--- src/rtl/opv_meas_pkg.sv ---
`default_nettype none
// ============================================================================
// Module      : opv_meas_pkg
// Description : Shared types and default widths for the op-amp gain sweep
//               controller: FSM state encoding, default DAC/ADC widths and
//               the result record {idx, delta}.
// Revision    : 1.0 - initial release
// ============================================================================
package opv_meas_pkg;

  // Default widths of the bias DAC code and the unsigned ADC sample
  localparam int c_DAC_W = 8;
  localparam int c_ADC_W = 12;

  typedef enum logic [2:0] {
    ST_IDLE   = 3'd0,
    ST_LOAD   = 3'd1,
    ST_SETTLE = 3'd2,
    ST_SAMPLE = 3'd3,
    ST_EMIT   = 3'd4,
    ST_DONE   = 3'd5
  } opv_state_t;

  // One streamed result: point index and signed sample delta
  typedef struct packed {
    logic [c_DAC_W-1:0] idx;
    logic [c_ADC_W:0]   delta;
  } opv_result_t;

endpackage
`default_nettype wire

--- src/rtl/opv_settle_timer.sv ---
`default_nettype none
// ============================================================================
// Module      : opv_settle_timer
// Description : Loadable down-counter. After a load with value N, expire is
//               high during the (N+1)-th following cycle, then the timer
//               idles until the next load.
// Ports       : clk, rst_n        - clock, async active-low reset
//               load, load_val    - (re)start the count at load_val
//               expire            - one-cycle pulse when the count ends
// Revision    : 1.0 - initial release
// ============================================================================
module opv_settle_timer
  import opv_meas_pkg::*;
#(
  parameter int CNT_W = 4
) (
  input  logic             clk,
  input  logic             rst_n,
  input  logic             load,
  input  logic [CNT_W-1:0] load_val,
  output logic             expire
);

  logic [CNT_W-1:0] r_cnt;
  logic             r_run;

  always_ff @(posedge clk or negedge rst_n) begin
    if (!rst_n) begin
      r_cnt <= '0;
      r_run <= 1'b0;
    end else if (load) begin
      r_cnt <= load_val;
      r_run <= 1'b1;
    end else if (r_run) begin
      if (r_cnt == '0) begin
        r_run <= 1'b0;
      end else begin
        r_cnt <= r_cnt - CNT_W'(1);
      end
    end
  end

  assign expire = r_run && (r_cnt == '0);

endmodule
`default_nettype wire

--- src/rtl/opv_gain_sweep_ctrl.sv ---
`default_nettype none
// ============================================================================
// Module      : opv_gain_sweep_ctrl
// Description : Op-amp gain sweep controller. Steps a bias DAC code across a
//               programmed sweep, waits SETTLE_CYC cycles per point, samples
//               the amplifier output through an ADC req/valid handshake and
//               streams the point-to-point delta over a valid/ready port.
// Ports       : clk, rst_n                    - clock, async active-low reset
//               start, cfg_start/step/npts    - sweep launch and setup
//               dac_code, dac_load            - bias DAC code and load strobe
//               adc_req, adc_valid, adc_data  - ADC sample handshake
//               res_valid, res_ready,
//               res_data, res_idx             - result stream
//               busy, done, err               - status
// Revision    : 1.0 - initial release
// ============================================================================
module opv_gain_sweep_ctrl
  import opv_meas_pkg::*;
#(
  parameter int DAC_W      = c_DAC_W,
  parameter int ADC_W      = c_ADC_W,
  parameter int SETTLE_CYC = 16
) (
  input  logic             clk,
  input  logic             rst_n,
  input  logic             start,
  input  logic [DAC_W-1:0] cfg_start,
  input  logic [DAC_W-1:0] cfg_step,
  input  logic [DAC_W-1:0] cfg_npts,
  output logic [DAC_W-1:0] dac_code,
  output logic             dac_load,
  output logic             adc_req,
  input  logic             adc_valid,
  input  logic [ADC_W-1:0] adc_data,
  output logic             res_valid,
  input  logic             res_ready,
  output logic [ADC_W:0]   res_data,
  output logic [DAC_W-1:0] res_idx,
  output logic             busy,
  output logic             done,
  output logic             err
);

  localparam int                 c_CNT_W     = (SETTLE_CYC > 1) ? $clog2(SETTLE_CYC) : 1;
  localparam logic [c_CNT_W-1:0] c_SETTLE_LD = c_CNT_W'(SETTLE_CYC - 1);

  opv_state_t       r_state;
  logic [DAC_W:0]   r_acc;      // code of the current point, one carry bit
  logic [DAC_W-1:0] r_step;
  logic [DAC_W-1:0] r_npts;
  logic [DAC_W-1:0] r_idx;
  logic [ADC_W-1:0] r_prev;

  logic [DAC_W-1:0] r_dac_code;
  logic             r_dac_load;
  logic             r_adc_req;
  logic             r_res_valid;
  logic [ADC_W:0]   r_res_data;
  logic [DAC_W-1:0] r_res_idx;
  logic             r_busy;
  logic             r_done;
  logic             r_err;

  logic [DAC_W:0]   w_acc_next;
  logic             w_ovf;
  logic [DAC_W:0]   w_idx_p1;
  logic [ADC_W:0]   w_delta;
  logic             w_settle_exp;

  // Running accumulation of the sweep code; the carry bit flags overflow
  assign w_acc_next = r_acc + {1'b0, r_step};
  assign w_ovf      = w_acc_next[DAC_W];
  assign w_idx_p1   = {1'b0, r_idx} + (DAC_W + 1)'(1);
  assign w_delta    = {1'b0, adc_data} - {1'b0, r_prev};

  opv_settle_timer #(
    .CNT_W (c_CNT_W)
  ) u_settle_timer (
    .clk      (clk),
    .rst_n    (rst_n),
    .load     (r_state == ST_LOAD),
    .load_val (c_SETTLE_LD),
    .expire   (w_settle_exp)
  );

  // dac_load is registered so that it is high during the LOAD state cycle:
  // the next code and its overflow are resolved on the transition into LOAD.
  // A sweep with fewer than two points passes through LOAD without a strobe
  // and is rejected there, so done follows start by two cycles.
  always_ff @(posedge clk or negedge rst_n) begin
    if (!rst_n) begin
      r_state     <= ST_IDLE;
      r_acc       <= '0;
      r_step      <= '0;
      r_npts      <= '0;
      r_idx       <= '0;
      r_prev      <= '0;
      r_dac_code  <= '0;
      r_dac_load  <= 1'b0;
      r_adc_req   <= 1'b0;
      r_res_valid <= 1'b0;
      r_res_data  <= '0;
      r_res_idx   <= '0;
      r_busy      <= 1'b0;
      r_done      <= 1'b0;
      r_err       <= 1'b0;
    end else begin
      case (r_state)
        ST_IDLE: begin
          if (start) begin
            r_acc   <= {1'b0, cfg_start};
            r_step  <= cfg_step;
            r_npts  <= cfg_npts;
            r_idx   <= '0;
            r_err   <= 1'b0;
            r_busy  <= 1'b1;
            r_state <= ST_LOAD;
            if (cfg_npts >= DAC_W'(2)) begin
              r_dac_load <= 1'b1;
              r_dac_code <= cfg_start;
            end
          end
        end

        ST_LOAD: begin
          r_dac_load <= 1'b0;
          if (r_acc[DAC_W] || (r_npts < DAC_W'(2))) begin
            r_err   <= 1'b1;
            r_done  <= 1'b1;
            r_state <= ST_DONE;
          end else begin
            r_state <= ST_SETTLE;
          end
        end

        ST_SETTLE: begin
          if (w_settle_exp) begin
            r_adc_req <= 1'b1;
            r_state   <= ST_SAMPLE;
          end
        end

        ST_SAMPLE: begin
          if (r_adc_req && adc_valid) begin
            r_adc_req <= 1'b0;
            r_prev    <= adc_data;
            if (r_idx == '0) begin
              // First point only provides the reference sample
              r_idx      <= DAC_W'(1);
              r_acc      <= w_acc_next;
              r_dac_load <= ~w_ovf;
              if (!w_ovf) r_dac_code <= w_acc_next[DAC_W-1:0];
              r_state    <= ST_LOAD;
            end else begin
              r_res_data  <= w_delta;
              r_res_idx   <= r_idx;
              r_res_valid <= 1'b1;
              r_state     <= ST_EMIT;
            end
          end
        end

        ST_EMIT: begin
          if (res_ready) begin
            r_res_valid <= 1'b0;
            r_idx       <= w_idx_p1[DAC_W-1:0];
            if (w_idx_p1 == {1'b0, r_npts}) begin
              r_done  <= 1'b1;
              r_state <= ST_DONE;
            end else begin
              r_acc      <= w_acc_next;
              r_dac_load <= ~w_ovf;
              if (!w_ovf) r_dac_code <= w_acc_next[DAC_W-1:0];
              r_state    <= ST_LOAD;
            end
          end
        end

        ST_DONE: begin
          r_done  <= 1'b0;
          r_busy  <= 1'b0;
          r_state <= ST_IDLE;
        end

        default: begin
          r_state <= ST_IDLE;
        end
      endcase
    end
  end

  assign dac_code  = r_dac_code;
  assign dac_load  = r_dac_load;
  assign adc_req   = r_adc_req;
  assign res_valid = r_res_valid;
  assign res_data  = r_res_data;
  assign res_idx   = r_res_idx;
  assign busy      = r_busy;
  assign done      = r_done;
  assign err       = r_err;

endmodule
`default_nettype wire

--- config.mk ---
export PLATFORM = sky130hd
export DESIGN_NAME = opv_gain_sweep_ctrl
export DESIGN_NICKNAME = d
export VERILOG_FILES = /design/src/rtl/opv_meas_pkg.sv /design/src/rtl/opv_settle_timer.sv /design/src/rtl/opv_gain_sweep_ctrl.sv
export SDC_FILE = /design/constraint.sdc
export NUM_CORES = 1
export LEC_CHECK = 0
export ABC_AREA = 1
export BUFFER_PORTS_ARGS = -buffer_cell sky130_fd_sc_hd__buf_2
export CAP_MARGIN = 20
export CORE_AREA = 4 4 71 139
export CTS_BUF_LIST = sky130_fd_sc_hd__clkbuf_8 sky130_fd_sc_hd__clkbuf_16
export DETAILED_ROUTE_END_ITERATION = 6
export DIE_AREA = 0 0 75 143
export GPL_TIMING_DRIVEN = 0
export PLACE_DENSITY_LB_ADDON = 0.12
export REMOVE_ABC_BUFFERS = 1
export SLEW_MARGIN = 20
export SYNTH_ARGS = -nofsm -noshare
export SYNTH_HDL_FRONTEND = slang
export SYNTH_HIERARCHICAL = 1
export SYNTH_SLANG_ARGS = --single-unit
export TNS_END_PERCENT = 50
--- constraint.sdc ---
create_clock -name clk -period 2.8 [get_ports clk]
set_input_delay 0.56 -clock clk [delete_from_list [all_inputs] [get_ports clk]]
set_output_delay 0.56 -clock clk [all_outputs]
set_load 0.01 [all_outputs]
== After elaboration in Yosys (flattened, before gate mapping) ==
Index checks and enable logic that the tools add are counted.

* Register bits after elaboration: 88
* Input port bits: 41
* Output and inout port bits: 35
* Logic and storage cells: 125

* Add/sub/neg operators: 4
* $lt $le $gt $ge: 2
* Equality and inequality tests: 17
* Multiplexer cells: 55
* Bitwise gates (word level): 2
* Reductions and logical operators: 28

{| class="wikitable"
|+ Operators by type and width
! kind !! count
|-
| 8-bit two-way mux || 11
|-
| 8-bit one-hot mux with 3 select lines || 2
|-
| 9-bit two-way mux || 5
|-
| 9-bit one-hot mux with 3 select lines || 1
|-
| 3-bit two-way mux || 7
|-
| 1-bit two-way mux || 19
|-
| 2-bit inequality test (second input constant) || 9
|-
| 3-bit one-hot mux with 5 select lines || 1
|-
| 7-bit AND reduction || 2
|-
| 12-bit by 12-bit subtractor with 13-bit output || 1
|-
| 4-bit two-way mux || 3
|-
| 4-bit AND reduction || 3
|-
| 2-bit nonzero test || 5
|-
| 8-bit by 1-bit adder with 9-bit output (second input constant) || 1
|-
| 9-bit by 8-bit adder with 9-bit output || 1
|-
| 9-bit by 8-bit == test with 1-bit output || 1
|-
| 3-bit AND reduction || 3
|-
| 8-bit by 2-bit >= comparator with 1-bit output (second input constant) || 1
|-
| 8-bit logical NOT || 1
|-
| 8-bit by 2-bit less-than comparator with 1-bit output (second input constant) || 1
|-
| 1-bit one-hot mux with 2 select lines || 4
|-
| 2-bit AND reduction || 4
|-
| 3-bit by 2-bit == test with 1-bit output (second input constant) || 2
|-
| 3-bit == test (second input constant) || 2
|-
| other kinds (14) || 18
|}

== Longest topological paths before layout ==
* Depth in word-level cells: 5
* Gate-level depth with buffers: 15
* Depth with buffers taken out: 15

== Modules after synthesis ==
Netlist, hierarchy kept.

{| class="wikitable"
|+ By module, submodules not included
! module !! instances !! cells each !! area an instance (um2) !! seq. area each (um2)
|-
| opv_gain_sweep_ctrl || 1 || 588 || 4619.4 || 2077.0
|-
| opv_settle_timer || 1 || 51 || 325.3 || 125.1
|}

== Worst setup path before layout ==
Ideal clock, no wire load.

* Path kind: input to register
* Start point: input adc_data[0]
* End point: register r_res_data[10] (netlist: res_data[10])
* Setup time: 0.117 ns
* Arrival: 2.285 ns
* Data required time: 2.683 ns
* Setup slack: 0.398 ns
* Cell stages on the path: 11
* Buffers on the path: 0
* Cells stage by stage: inv_1 -> ha_1 -> fa_1 -> nand3b_1 -> nand2_1 -> a21oi_1 -> o21ai_0 -> a21boi_0 -> or2_2 -> nand3_1 -> nand2_1

* Cells in the longest elaborated chain, start to end: 1

{| class="wikitable"
|+ Ends and longest elaborated chain
! element !! line !! text
|-
| from (decl) || opv_gain_sweep_ctrl.sv:34 || <nowiki>input logic [ADC_W-1:0] adc_data,</nowiki>
|-
| 12-bit by 12-bit subtractor with 13-bit output || opv_gain_sweep_ctrl.sv:74 || <nowiki>assign w_delta = {1'b0, adc_data} - {1'b0, r_prev};</nowiki>
|-
| to (signal assigned) || opv_gain_sweep_ctrl.sv:155 || <nowiki>r_res_data <= w_delta;</nowiki>
|-
| to (decl) || opv_gain_sweep_ctrl.sv:58 || <nowiki>logic [ADC_W:0] r_res_data;</nowiki>
|}

Every way passes these cells.
A chain may end at the register's enable or synchronous reset.

== Worst setup path in the final report ==
* Start point: register r_prev[0]
* End point: register r_res_data[10] (netlist: res_data[10])

* Cells in the longest elaborated chain, start to end: 1

{| class="wikitable"
|+ Ends and longest elaborated chain
! element !! line !! text
|-
| from (decl) || opv_gain_sweep_ctrl.sv:52 || <nowiki>logic [ADC_W-1:0] r_prev;</nowiki>
|-
| from (signal assigned) || opv_gain_sweep_ctrl.sv:146 || <nowiki>r_prev <= adc_data;</nowiki>
|-
| 12-bit by 12-bit subtractor with 13-bit output || opv_gain_sweep_ctrl.sv:74 ||
|}

Every way passes these cells.

==> results.yml <==
power:
  p_leak_nw: 3.097
  cellPowerDensity_nw_per_um2: 1137
  totalPowerFinal_w: 0.006544
  peakVddDrop_uv: 623.4
floorplan:
  die_h_um: 143
  ios: 76
  rows: 49
  initial_core_util: 0.5562
  die_w_um: 75
  core_area_um2: 8890
  die_area_um2: 10730
hold_path:
  hold_class: "input pin to async pin"
layout:
  final_nets: 784
  final_util: 0.6472
  layout.cell_area.non_filler_um2: 5753
  syn2layout_area_growth_pct: 16.35
  n_antenna_cell: 0
  drive_gt1_frac: 0.1770
clocking:
  cts_max_path_buffers: 2
  cts-root-buf: "clkbuf_16"
  htreeDepth: 3
  cts_resized: 0
  clkTransAtPathRegs_ps: 70
  post-cts-setup-buffer-count: 0
  cts_tree: "built"
  ctsHoldBuffers: 0
  cts_buffers: 9
  cts_sinks: 88
  clock_latency_ps: 340
route:
  num_vias: 4378
  remaining_drc_errors: 0
  routed_via_density: 5.307
  wl_per_cell_um: 14.69
  first_pass_iters: 4
  wirelength_um: 12120
  ant_nets: 0
  drtIter0Drc: 257
synth:
  yosys.area.top_type: "dfrtp_1"
  ys_seq_elements: 88
  avgSynthCellArea_um2: 7.738
  synthesis.instances: 639
  synth-compound-area-share: 0.1144
  async_reset_ff_frac: 1.000
  syn-cell-area_um2: 4945
  yosys-mux-area-fraction: 0
  synth_top_area_frac: 0.4453
  ys_types: 44
  yosys.area_share.simple: 0.2877
  synth_fa_ha_area_frac: 0.06630
  synth_warnings: 6
  ys_seq_area_frac: 0.4453
  synth-main-ff-cell: "dfrtp_1"
  synth_xor_area_frac: 0.01771
  synth-edff-count: 0
  synth_top_family_by_area: "simple AND/OR/NAND/NOR gates"
  synth_area_leaders: "dfrtp_1 (45%), nand2_1 (18%), ha_1 (5.8%)"
sta:
  fin_skew_ps: 5.682
  setup_viol: 0
  finalHoldViolations: 0
  slew_violations: 0
  fin_hold_ws_ps: 160.6
  fin_crit_sh: 0.9350
  rsz0062_at_grt: "no"
  worst_pin_slew_ps: 794.4
  post-route-min-period_ps: 2618
  fmax_mhz: 382.0
  slew_headroom: 0.4698
place:
  detailed_place_hpwl_um: 9388
  placed_area_um2: 5438
  routabilityCongestion: 0.9775
  port_buffers: 75
outcome:
  status: "finished clean"
flow_run:
  maxCapViolCount: 0
global_routing:
  grt_pass1_vias: 4334
  antenna_found_initial: 0
  grt_usage: 0.2389
  grt_pass1_wl_um: 19500
  grt_overflow: 0
  grt_max_degree: 57
worst_setup_path:
  r2r_cells: 10
  cp-start-kind: "register"
  endpoint_kind: "register"
  cp.required_ps: 3030
  crit_fanout: 3
  arrival_ps: 2850
  worst-setup-path-type: "register to register"
power breakdown:
part / internal [W] / switching [W]
Combinational: 0.00114 / 0.00202
Sequential: 0.00179 / 0.000334
Clock: 0.000747 / 0.000509
worst max-delay path, stage by stage, from the launching register on:
cell and delay (ps):
dfrtp_1 380, ha_1 260, fa_1 420, nand3b_1 220, nand2_1 140, a21oi_1 110
o21ai_0 390, a21boi_0 180, or2_2 300, nand3_1 70, nand2_1 50
synthesized netlist by cell type (all sizes together) (2+ instances only):
cell type and instances:
a21oi 24, nand4 6, buf 3, nand3b 4, o21ai 58, nand3 30
clkinv 2, clkbuf 8, ha 23, nor3 6, xor2 7, xnor2 3
o22ai 7, nor2 33, fa 2, dfrtp 88, inv 73, or2 2
a31oi 2, o31ai 2, nand2 245
routing by layer:
layer / wire length [um] / global-route usage
met1: 4381 / 0.2431
met2: 6689 / 0.4365
met3: 498 / 0.04228
met4: 550 / 0.1332
met5: 0 / 0
flip-flops by register name, summed over array words and instances (netlist names), 3 cells and up:
| register | cells |
|---|---|
| r_acc | 9 |
| r_idx | 8 |
| u_settle_timer/r_cnt | 4 |
| res_idx | 8 |
| r_step | 8 |
| r_prev | 12 |
| r_npts | 8 |
| dac_code | 8 |
| r_state | 3 |
| res_data | 13 |
final timing paths:
path | from | end | slack, ps
hold reg to reg | dac_load | dac_load | 480
min in group clk | cfg_step[1] | r_step[1] | 410
setup reg to reg | r_prev[0] | res_data[10] | 180
setup / recovery | r_prev[0] | res_data[10] | 180
hold / removal | rst_n | r_prev[8] | 160
max in group asynchronous | rst_n | r_npts[3] | 2010
cells by family (layout without fill, tap and decap cells):
logic type | count (synthesis) | in the layout
AO/OA/AOI/OAI | 102 | 102
XOR/XNOR | 10 | 10
adder cells (fa/ha/maj) | 25 | 25
buffers and inverters | 86 | 167
flip-flops | 88 | 88
other | 1 | 4
AND/OR/NAND/NOR | 327 | 327
per-stage QoR:
step | setup slack [ps] | setup TNS (ps) | cells
floorplan | 398.1 | 0 | 631
global placement | -83.94 | -83.94 | 808
detailed placement | -122.4 | -122.4 | 809
CTS | 198.9 | 0 | 825
global route | 24.19 | 0 | 825
finish | 181.9 | 0 | 825
cells in the final DEF (no fill, tap or decap), types with 5 or more instances in the layout:
master / Yosys / final
nand4_1: 5 / 5
ha_1: 23 / 23
nor3_1: 6 / 6
clkbuf_16: 0 / 9
dfrtp_1: 88 / 88
nor2_2: 4 / 5
nand3_1: 26 / 26
xor2_1: 7 / 7
inv_2: 8 / 8
a21oi_1: 24 / 24
nand2_1: 235 / 235
buf_2: 1 / 74
nand2_2: 9 / 9
o21ai_0: 56 / 56
o22ai_1: 7 / 7
nor2_1: 25 / 24
inv_1: 65 / 65
layout make-up:
type | count | area (um^2)
tap | 102 | 127.6
inverter | 75 | 281.5
clock buffer | 11 | 252.7
timing repair buffer | 76 | 405.4
clock inverter | 5 | 62.56
sequential | 88 | 2202
multi-input combinational | 468 | 2421
fill | 789 | 3137
Power figures use the tool's default switching activity.
